### config.mk
export PLATFORM = sky130hd
export DESIGN_NAME = aes_lite_regs_flat
export DESIGN_NICKNAME = d
export VERILOG_FILES = /design/src/rtl/aes_lite_regs_pkg.sv /design/src/rtl/aes_lite_regs_if.sv /design/src/rtl/aes_lite_regs_seq.sv /design/src/rtl/aes_lite_regs.sv /design/src/flat_wrapper.sv
export SDC_FILE = /design/constraint.sdc
export NUM_CORES = 1
export LEC_CHECK = 0
export CAP_MARGIN = 15
export CORE_ASPECT_RATIO = 1.75
export CORE_MARGIN = 3
export CORE_UTILIZATION = 45
export DETAILED_ROUTE_END_ITERATION = 10
export PLACE_DENSITY_LB_ADDON = 0.15
export SYNTH_ARGS = -nofsm -noshare
export SYNTH_HDL_FRONTEND = slang
export SYNTH_HIERARCHICAL = 1
export SYNTH_SLANG_ARGS = --single-unit
### constraint.sdc
create_clock -name clk -period 6.9 [get_ports clk]
set_input_delay 1.035 -clock clk [delete_from_list [all_inputs] [get_ports clk]]
set_output_delay 1.035 -clock clk [all_outputs]
set_load 0.01 [all_outputs]
### src/rtl/aes_lite_regs_pkg.sv
`default_nettype none
// ============================================================================
// Module   : aes_lite_pkg
// Brief    : Register map, CTRL/STATUS bit indices and FSM states for aes_lite.
// Revision : 1.0 - initial release
// ============================================================================
package aes_lite_pkg;

  localparam logic [5:0] c_off_ctrl    = 6'h00;
  localparam logic [5:0] c_off_status  = 6'h04;
  localparam logic [5:0] c_off_version = 6'h08;
  localparam logic [5:0] c_off_scratch = 6'h0C;
  localparam logic [5:0] c_off_key0    = 6'h10;
  localparam logic [5:0] c_off_din0    = 6'h20;
  localparam logic [5:0] c_off_dout0   = 6'h30;

  localparam int c_ctrl_start   = 0;
  localparam int c_ctrl_decrypt = 1;
  localparam int c_ctrl_irq_en  = 2;

  localparam int c_st_busy = 0;
  localparam int c_st_done = 1;
  localparam int c_st_err  = 2;
  localparam int c_st_tmo  = 3;

  typedef enum logic [0:0] {
    S_IDLE = 1'b0,
    S_RUN  = 1'b1
  } state_e;

endpackage
`default_nettype wire

### src/rtl/aes_lite_regs_if.sv
`default_nettype none
// ============================================================================
// Module   : aes_lite_regs_if
// Brief    : Decoded register write strobe and combinational read port.
// Revision : 1.0 - initial release
// ============================================================================
interface aes_lite_regs_if #(
  parameter int unsigned C_ADDR_WIDTH = 10,
  parameter int unsigned C_DATA_WIDTH = 32
);
  logic                    reg_data_write;
  logic [C_ADDR_WIDTH-1:0] reg_data_addr;
  logic [C_DATA_WIDTH-1:0] reg_data;
  logic [C_ADDR_WIDTH-1:0] rd_addr;
  logic [C_DATA_WIDTH-1:0] rd_data;

  modport master (
    output reg_data_write, reg_data_addr, reg_data, rd_addr,
    input  rd_data
  );

  modport slave (
    input  reg_data_write, reg_data_addr, reg_data, rd_addr,
    output rd_data
  );
endinterface
`default_nettype wire

### src/rtl/aes_lite_regs_seq.sv
`default_nettype none
// ============================================================================
// Module   : aes_lite_seq
// Brief    : IDLE/RUN sequencer with start pulse and operation timeout.
// Revision : 1.0 - initial release
// ============================================================================
module aes_lite_seq
  import aes_lite_pkg::*;
#(
  parameter int unsigned C_TIMEOUT = 1024
) (
  input  logic clk,
  input  logic reset,
  input  logic start_req,
  input  logic aes_done,
  output logic start,
  output logic busy,
  output logic capture,
  output logic tmo
);

  localparam int unsigned            c_cnt_w    = $clog2(C_TIMEOUT);
  localparam logic [c_cnt_w-1:0]     c_cnt_last = c_cnt_w'(C_TIMEOUT - 1);

  state_e               r_state;
  state_e               w_state_nxt;
  logic                 r_start;
  logic                 w_start_nxt;
  logic [c_cnt_w-1:0]   r_cnt;

  always_ff @(posedge clk) begin
    if (reset) begin
      r_state <= S_IDLE;
      r_start <= 1'b0;
      r_cnt   <= '0;
    end else begin
      r_state <= w_state_nxt;
      r_start <= w_start_nxt;
      r_cnt   <= (r_state == S_RUN) ? r_cnt + c_cnt_w'(1) : '0;
    end
  end

  // Completion is checked before timeout so a done on the last cycle wins.
  always_comb begin
    w_state_nxt = r_state;
    w_start_nxt = 1'b0;
    capture     = 1'b0;
    tmo         = 1'b0;
    case (r_state)
      S_IDLE: begin
        if (start_req) begin
          w_state_nxt = S_RUN;
          w_start_nxt = 1'b1;
        end
      end
      S_RUN: begin
        if (aes_done) begin
          capture     = 1'b1;
          w_state_nxt = S_IDLE;
        end else if (r_cnt == c_cnt_last) begin
          tmo         = 1'b1;
          w_state_nxt = S_IDLE;
        end
      end
      default: w_state_nxt = S_IDLE;
    endcase
  end

  assign start = r_start;
  assign busy  = (r_state == S_RUN);

endmodule
`default_nettype wire

### src/rtl/aes_lite_regs.sv
`default_nettype none
// ============================================================================
// Module   : aes_lite_regs
// Brief    : AES peripheral register bank, status flags and interrupt.
// Revision : 1.0 - initial release
// ============================================================================
module aes_lite_regs
  import aes_lite_pkg::*;
#(
  parameter int unsigned C_ADDR_WIDTH = 10,
  parameter int unsigned C_DATA_WIDTH = 32,
  parameter int unsigned C_TIMEOUT    = 1024,
  parameter logic [31:0] C_VERSION    = 32'h0102_0304
) (
  input  logic                      clk,
  input  logic                      reset,
  aes_lite_regs_if.slave            bus,
  output logic [4*C_DATA_WIDTH-1:0] aes_key,
  output logic [4*C_DATA_WIDTH-1:0] aes_din,
  output logic                      aes_decrypt,
  output logic                      aes_start,
  input  logic                      aes_done,
  input  logic [4*C_DATA_WIDTH-1:0] aes_dout,
  output logic                      irq
);

  localparam logic [3:0] c_w_ctrl    = c_off_ctrl[5:2];
  localparam logic [3:0] c_w_status  = c_off_status[5:2];
  localparam logic [3:0] c_w_version = c_off_version[5:2];
  localparam logic [3:0] c_w_scratch = c_off_scratch[5:2];
  localparam logic [3:0] c_w_key0    = c_off_key0[5:2];
  localparam logic [3:0] c_w_din0    = c_off_din0[5:2];
  localparam logic [3:0] c_w_dout0   = c_off_dout0[5:2];

  logic [C_DATA_WIDTH-1:0] r_key  [4];
  logic [C_DATA_WIDTH-1:0] r_din  [4];
  logic [C_DATA_WIDTH-1:0] r_dout [4];
  logic [C_DATA_WIDTH-1:0] r_scratch;
  logic                    r_decrypt;
  logic                    r_irq_en;
  logic                    r_done;
  logic                    r_err;
  logic                    r_tmo;
  logic                    r_irq;

  logic                    w_wr;
  logic [3:0]              w_widx;
  logic [3:0]              w_ridx;
  logic                    w_ctrl_wr;
  logic                    w_st_wr;
  logic                    w_key_wr;
  logic                    w_din_wr;
  logic                    w_ctrl_bad;
  logic                    w_err_evt;
  logic                    w_start_req;
  logic                    w_busy;
  logic                    w_capture;
  logic                    w_tmo;
  logic [C_DATA_WIDTH-1:0] w_rd_data;
  logic                    w_unused_addr_lsbs;

  assign w_wr      = bus.reg_data_write && (bus.reg_data_addr[C_ADDR_WIDTH-1:6] == '0);
  assign w_widx    = bus.reg_data_addr[5:2];
  assign w_ridx    = bus.rd_addr[5:2];
  assign w_ctrl_wr = w_wr && (w_widx == c_w_ctrl);
  assign w_st_wr   = w_wr && (w_widx == c_w_status);
  assign w_key_wr  = w_wr && (w_widx[3:2] == c_w_key0[3:2]);
  assign w_din_wr  = w_wr && (w_widx[3:2] == c_w_din0[3:2]);

  // A CTRL write in RUN is an error only if it tries to start or change mode.
  assign w_ctrl_bad  = bus.reg_data[c_ctrl_start] |
                       (bus.reg_data[c_ctrl_decrypt] != r_decrypt);
  assign w_err_evt   = w_busy & ((w_ctrl_wr & w_ctrl_bad) | w_key_wr | w_din_wr);
  assign w_start_req = w_ctrl_wr & bus.reg_data[c_ctrl_start];

  assign w_unused_addr_lsbs = ^{bus.reg_data_addr[1:0], bus.rd_addr[1:0]};

  aes_lite_seq #(
    .C_TIMEOUT (C_TIMEOUT)
  ) u_seq (
    .clk       (clk),
    .reset     (reset),
    .start_req (w_start_req),
    .aes_done  (aes_done),
    .start     (aes_start),
    .busy      (w_busy),
    .capture   (w_capture),
    .tmo       (w_tmo)
  );

  always_ff @(posedge clk) begin
    if (reset) begin
      for (int i = 0; i < 4; i++) begin
        r_key[i]  <= '0;
        r_din[i]  <= '0;
        r_dout[i] <= '0;
      end
      r_scratch <= '0;
      r_decrypt <= 1'b0;
      r_irq_en  <= 1'b0;
      r_done    <= 1'b0;
      r_err     <= 1'b0;
      r_tmo     <= 1'b0;
      r_irq     <= 1'b0;
    end else begin
      if (w_ctrl_wr) begin
        r_irq_en <= bus.reg_data[c_ctrl_irq_en];
        if (!w_busy) r_decrypt <= bus.reg_data[c_ctrl_decrypt];
      end
      if (w_wr && (w_widx == c_w_scratch)) r_scratch <= bus.reg_data;
      if (w_key_wr && !w_busy) r_key[w_widx[1:0]] <= bus.reg_data;
      if (w_din_wr && !w_busy) r_din[w_widx[1:0]] <= bus.reg_data;
      if (w_capture) begin
        for (int i = 0; i < 4; i++) r_dout[i] <= aes_dout[i*C_DATA_WIDTH +: C_DATA_WIDTH];
      end
      // Set events take priority over a same-cycle write-1-to-clear.
      r_done <= w_capture | (r_done & ~(w_st_wr & bus.reg_data[c_st_done]));
      r_err  <= w_err_evt | (r_err  & ~(w_st_wr & bus.reg_data[c_st_err]));
      r_tmo  <= w_tmo     | (r_tmo  & ~(w_st_wr & bus.reg_data[c_st_tmo]));
      r_irq  <= r_irq_en & (r_done | r_err | r_tmo);
    end
  end

  always_comb begin
    w_rd_data = '0;
    if (bus.rd_addr[C_ADDR_WIDTH-1:6] == '0) begin
      case (w_ridx)
        c_w_ctrl: begin
          w_rd_data[c_ctrl_decrypt] = r_decrypt;
          w_rd_data[c_ctrl_irq_en]  = r_irq_en;
        end
        c_w_status: begin
          w_rd_data[c_st_busy] = w_busy;
          w_rd_data[c_st_done] = r_done;
          w_rd_data[c_st_err]  = r_err;
          w_rd_data[c_st_tmo]  = r_tmo;
        end
        c_w_version: w_rd_data = C_VERSION;
        c_w_scratch: w_rd_data = r_scratch;
        default: begin
          if (w_ridx[3:2] == c_w_key0[3:2])       w_rd_data = r_key[w_ridx[1:0]];
          else if (w_ridx[3:2] == c_w_din0[3:2])  w_rd_data = r_din[w_ridx[1:0]];
          else if (w_ridx[3:2] == c_w_dout0[3:2]) w_rd_data = r_dout[w_ridx[1:0]];
        end
      endcase
    end
  end

  assign bus.rd_data = w_rd_data;

  for (genvar gi = 0; gi < 4; gi++) begin : g_words
    assign aes_key[gi*C_DATA_WIDTH +: C_DATA_WIDTH] = r_key[gi];
    assign aes_din[gi*C_DATA_WIDTH +: C_DATA_WIDTH] = r_din[gi];
  end

  assign aes_decrypt = r_decrypt;
  assign irq         = r_irq;

endmodule
`default_nettype wire
### src/flat_wrapper.sv
// flat-port wrapper written by rule: the top's interface ports become plain ports
module aes_lite_regs_flat import aes_lite_pkg::*;
#(
  parameter int unsigned C_ADDR_WIDTH = 10,
  parameter int unsigned C_DATA_WIDTH = 32,
  parameter int unsigned C_TIMEOUT    = 1024,
  parameter logic [31:0] C_VERSION    = 32'h0102_0304
)
  (clk, reset, aes_key, aes_din, aes_decrypt, aes_start, aes_done, aes_dout, irq, bus_reg_data_write, bus_reg_data_addr, bus_reg_data, bus_rd_addr, bus_rd_data);
  aes_lite_regs_if #(.C_ADDR_WIDTH(C_ADDR_WIDTH), .C_DATA_WIDTH(C_DATA_WIDTH)) bus_i ();
  input  logic clk;
  input  logic reset;
  output logic [4*C_DATA_WIDTH-1:0] aes_key;
  output logic [4*C_DATA_WIDTH-1:0] aes_din;
  output logic aes_decrypt;
  output logic aes_start;
  input  logic aes_done;
  input  logic [4*C_DATA_WIDTH-1:0] aes_dout;
  output logic irq;
  input wire logic [$bits(bus_i.reg_data_write)-1:0] bus_reg_data_write;
  input wire logic [$bits(bus_i.reg_data_addr)-1:0] bus_reg_data_addr;
  input wire logic [$bits(bus_i.reg_data)-1:0] bus_reg_data;
  input wire logic [$bits(bus_i.rd_addr)-1:0] bus_rd_addr;
  output wire logic [$bits(bus_i.rd_data)-1:0] bus_rd_data;
  assign bus_i.reg_data_write = bus_reg_data_write;
  assign bus_i.reg_data_addr = bus_reg_data_addr;
  assign bus_i.reg_data = bus_reg_data;
  assign bus_i.rd_addr = bus_rd_addr;
  assign bus_rd_data = bus_i.rd_data;
  aes_lite_regs #(.C_ADDR_WIDTH(C_ADDR_WIDTH), .C_DATA_WIDTH(C_DATA_WIDTH), .C_TIMEOUT(C_TIMEOUT), .C_VERSION(C_VERSION)) u_core (.clk(clk), .reset(reset), .bus(bus_i), .aes_key(aes_key), .aes_din(aes_din), .aes_decrypt(aes_decrypt), .aes_start(aes_start), .aes_done(aes_done), .aes_dout(aes_dout), .irq(irq));
endmodule
==> flow_metrics.tcl <==
set metrics [dict create \
    status "finished clean" \
    intPower_uw 4630 \
    port_buffers 470 \
    cts_resized 0 \
    combinationalPowerShare_pct 11.1 \
    hold_path.class "flip-flop to flip-flop" \
    critPathMaxFanout 71 \
    wl_per_cell_um 26.8 \
    post_cts_buffers 0 \
    fmax_mhz 190 \
    worst_pin_slew_ns 1.07 \
    final_cell_mix "clkdlybuf4s50_1 (465), edfxtp_1 (384), and2_1 (323), mux4_2 (93), and3_1 (64)" \
    cts_buffers 40 \
    arrival_ns 4.24 \
    required_ns 5.86 \
    synth_area_per_cell_um2 14.8 \
    gp_congestion 0.869 \
    synth_top_family_by_area "simple AND/OR/NAND/NOR gates" \
    layout_commonest_cell "clkdlybuf4s50_1" \
    syn_nets 1510 \
    regToRegSetupSlack_ns 3.97 \
    power.net_switching_uw 1330 \
    finalCriticalPeriod_ns 5.27 \
    drive_gt1_share_pct 11.6 \
    grt_max_degree 129 \
    place_ws_ns 1.56 \
    synth.distinct_cells 52 \
    vias_per_cell 5.67 \
    dr.pass1.iters 5 \
    seqPwrFrac_pct 50.6 \
    clockPowerShare_pct 38.3 \
    yosys.area_share.simple_pct 15.9 \
    ys.flop_type "edfxtp_1" \
    die_height_um 282 \
    fin_hold_ws_ns 0.479 \
    leakagePower_uw 0.00938 \
    worstSetupStartpointType "primary input" \
    drt_iter0_markers 934 \
    max_slew_margin_pct 28.9 \
    setup-tns-final_ns 0 \
    cp-end-kind "output port" \
    cts_tree "built" \
    ys_seq_area_share_pct 63.8 \
    drt-total-wl_um 63000 \
    rsz0062_at_grt "no" \
    ctsHoldBuffers 0 \
    drc 0 \
    p_total_uw 5960 \
    async_reset_ff_share_pct 0 \
    synth_cells 1325 \
    htree_levels 2 \
    muxShareOfSynthArea_pct 14.0 \
    ant_nets 0 \
    synth_seq_cells 434 \
    cts.sinks 434 \
    synth-edff-count 384 \
    clk_transition_reported_paths_ns 0.06 \
    cap_violations 0 \
    netlist_area_um2 19600 \
    synth_adder_area_share_pct 0.0637 \
    hold_viol_final 0 \
    clk_latency_ns 0.53 \
    cts_buffer_depth 3 \
    path_class "primary input to output port" \
    start_util_pct 45.9 \
    clk_root_buffer_cell "clkbuf_16" \
    fin_nets 1941 \
    synth_compound_area_share_pct 3.79 \
    core_area_um2 42800 \
    grt_pass1_vias 13500 \
    hpwl_um 42700 \
    power_density_nw_per_um2 227 \
    std_cell_rows 100 \
    swShare_pct 22.3 \
    grt_antenna_before_repair 3 \
    slew_violations 0 \
    grt_pass1_wl_um 89200 \
    final-setup-viol-count 0 \
    grt_overflow 0 \
    ys.warnings.count 6 \
    grt.total_usage_pct 26.4 \
    dieWidth_um 164 \
    vias 13300 \
    fin_skew_ns 0.0109 \
    period_share_pct 76.4 \
    dieArea_um2 46300 \
    synthXorXnorAreaFrac_pct 0.178 \
    ir_drop_mv 0.157 \
    timing.final.ws_setup_ns 1.63 \
    io_pins 475 \
    area_delta_synth_final_pct 33.8 \
]
-- synth_stat cells, drive strengths merged (2+ instances only) --
master  count  area share, %
o21a        2          0.076
o21ai       7           0.18
xor2        3           0.13
o221ai      3           0.13
a21oi      11           0.28
mux2        3           0.17
nand2b      8           0.25
a31oi       2          0.064
nor4        5           0.19
mux4       93             11
nor3b       8           0.31
or4         3           0.11
nor3        8           0.31
a21o        2          0.076
and2      323             10
nand3       5           0.15
dfxtp      50            5.1
nor2b       5           0.16
nand4       2          0.064
and3       64            2.0
a311oi      6           0.27
nor2       52            1.0
buf        26           0.65
mux2i      62            3.2
nand2      21           0.40
or2         4           0.13
inv         5          0.096
or3         7           0.22
a211oi     27            1.0
o21bai      6           0.23
clkbuf     80            1.6
o31ai       2          0.076
edfxtp    384             59
a21boi      2          0.076
a221oi     25            1.1
-- cell type report --
type,count,area [µm²]
multi-input combinational,780,6780
timing repair buffer,495,4920
tap,561,702
clock buffer,50,1080
clock inverter,22,249
sequential,434,12500
fill,3381,16500
inverter,5,18.8
antenna,3,7.51
-- flip-flops by register name, indices dropped and copies added, names as in the netlist --
register,count
u_core/r_err,1
u_core/r_irq_en,1
u_core/u_seq/start,1
u_core/aes_decrypt,1
u_core/irq,1
u_core/u_seq/busy,1
u_core/r_tmo,1
u_core/r_scratch,32
u_core/u_seq/r_cnt,10
u_core/r_done,1
u_core/r_key,128
u_core/r_din,128
u_core/r_dout,128
-- worst max-delay path: stages --
cell and delay [ns]:
buf_6 0.60, nand2_1 0.43, nor2_2 0.92, a221oi_1 0.22
a211oi_1 0.38, clkdlybuf4s50_1 0.61
-- power by group through the flow --
stage | registers, µW | logic, µW | clock network [µW]
6_report | 3020 | 660 | 2280
5_1_grt | 3030 | 694 | 2410
4_1_cts | 3020 | 665 | 2330
3_5_place_dp | 3070 | 663 | 0
3_3_place_gp | 3070 | 660 | 0
2_1_floorplan | 3100 | 215 | 0
-- metal layers --
layer	wire [µm]	vias up	track usage [%]
met4	2410	0	10.5
li1	-	5855	-
met2	32800	628	46.3
met5	0	-	0
met3	4660	115	5.36
met1	23000	6717	31.9
-- stage by stage --
stage               area, µm²  util, %  cells
floorplan               19600        -   1325
global placement        24900     58.2   2274
detailed placement      24900     58.2   2274
CTS                     26300     61.3   2346
global route            26300     61.4   2350
finish                  26300     61.4   2350
-- kinds of logic (layout without fill, tap and decap cells) --
kind of cell             after synthesis  in the layout
AND/OR/NAND/NOR                      518            518
flip-flops                           434            434
multiplexers                         158            158
buffers and inverters                111            572
AO/OA/AOI/OAI                         99             99
XOR/XNOR                               4              4
adder cells (fa/ha/maj)                1              1
other                                  0              3
-- final timing paths --
check                           depth (start not counted)                     to                  start
worst max-delay path                                    6        bus_rd_data[19]         bus_rd_addr[3]
worst min register to register                          1  u_core/u_seq/r_cnt[0]  u_core/u_seq/r_cnt[0]
worst max register to register                          4    u_core/r_key[3][31]      u_core/u_seq/busy
worst min-delay path                                    1  u_core/u_seq/r_cnt[0]  u_core/u_seq/r_cnt[0]
(Power assumes the default switching activity.)
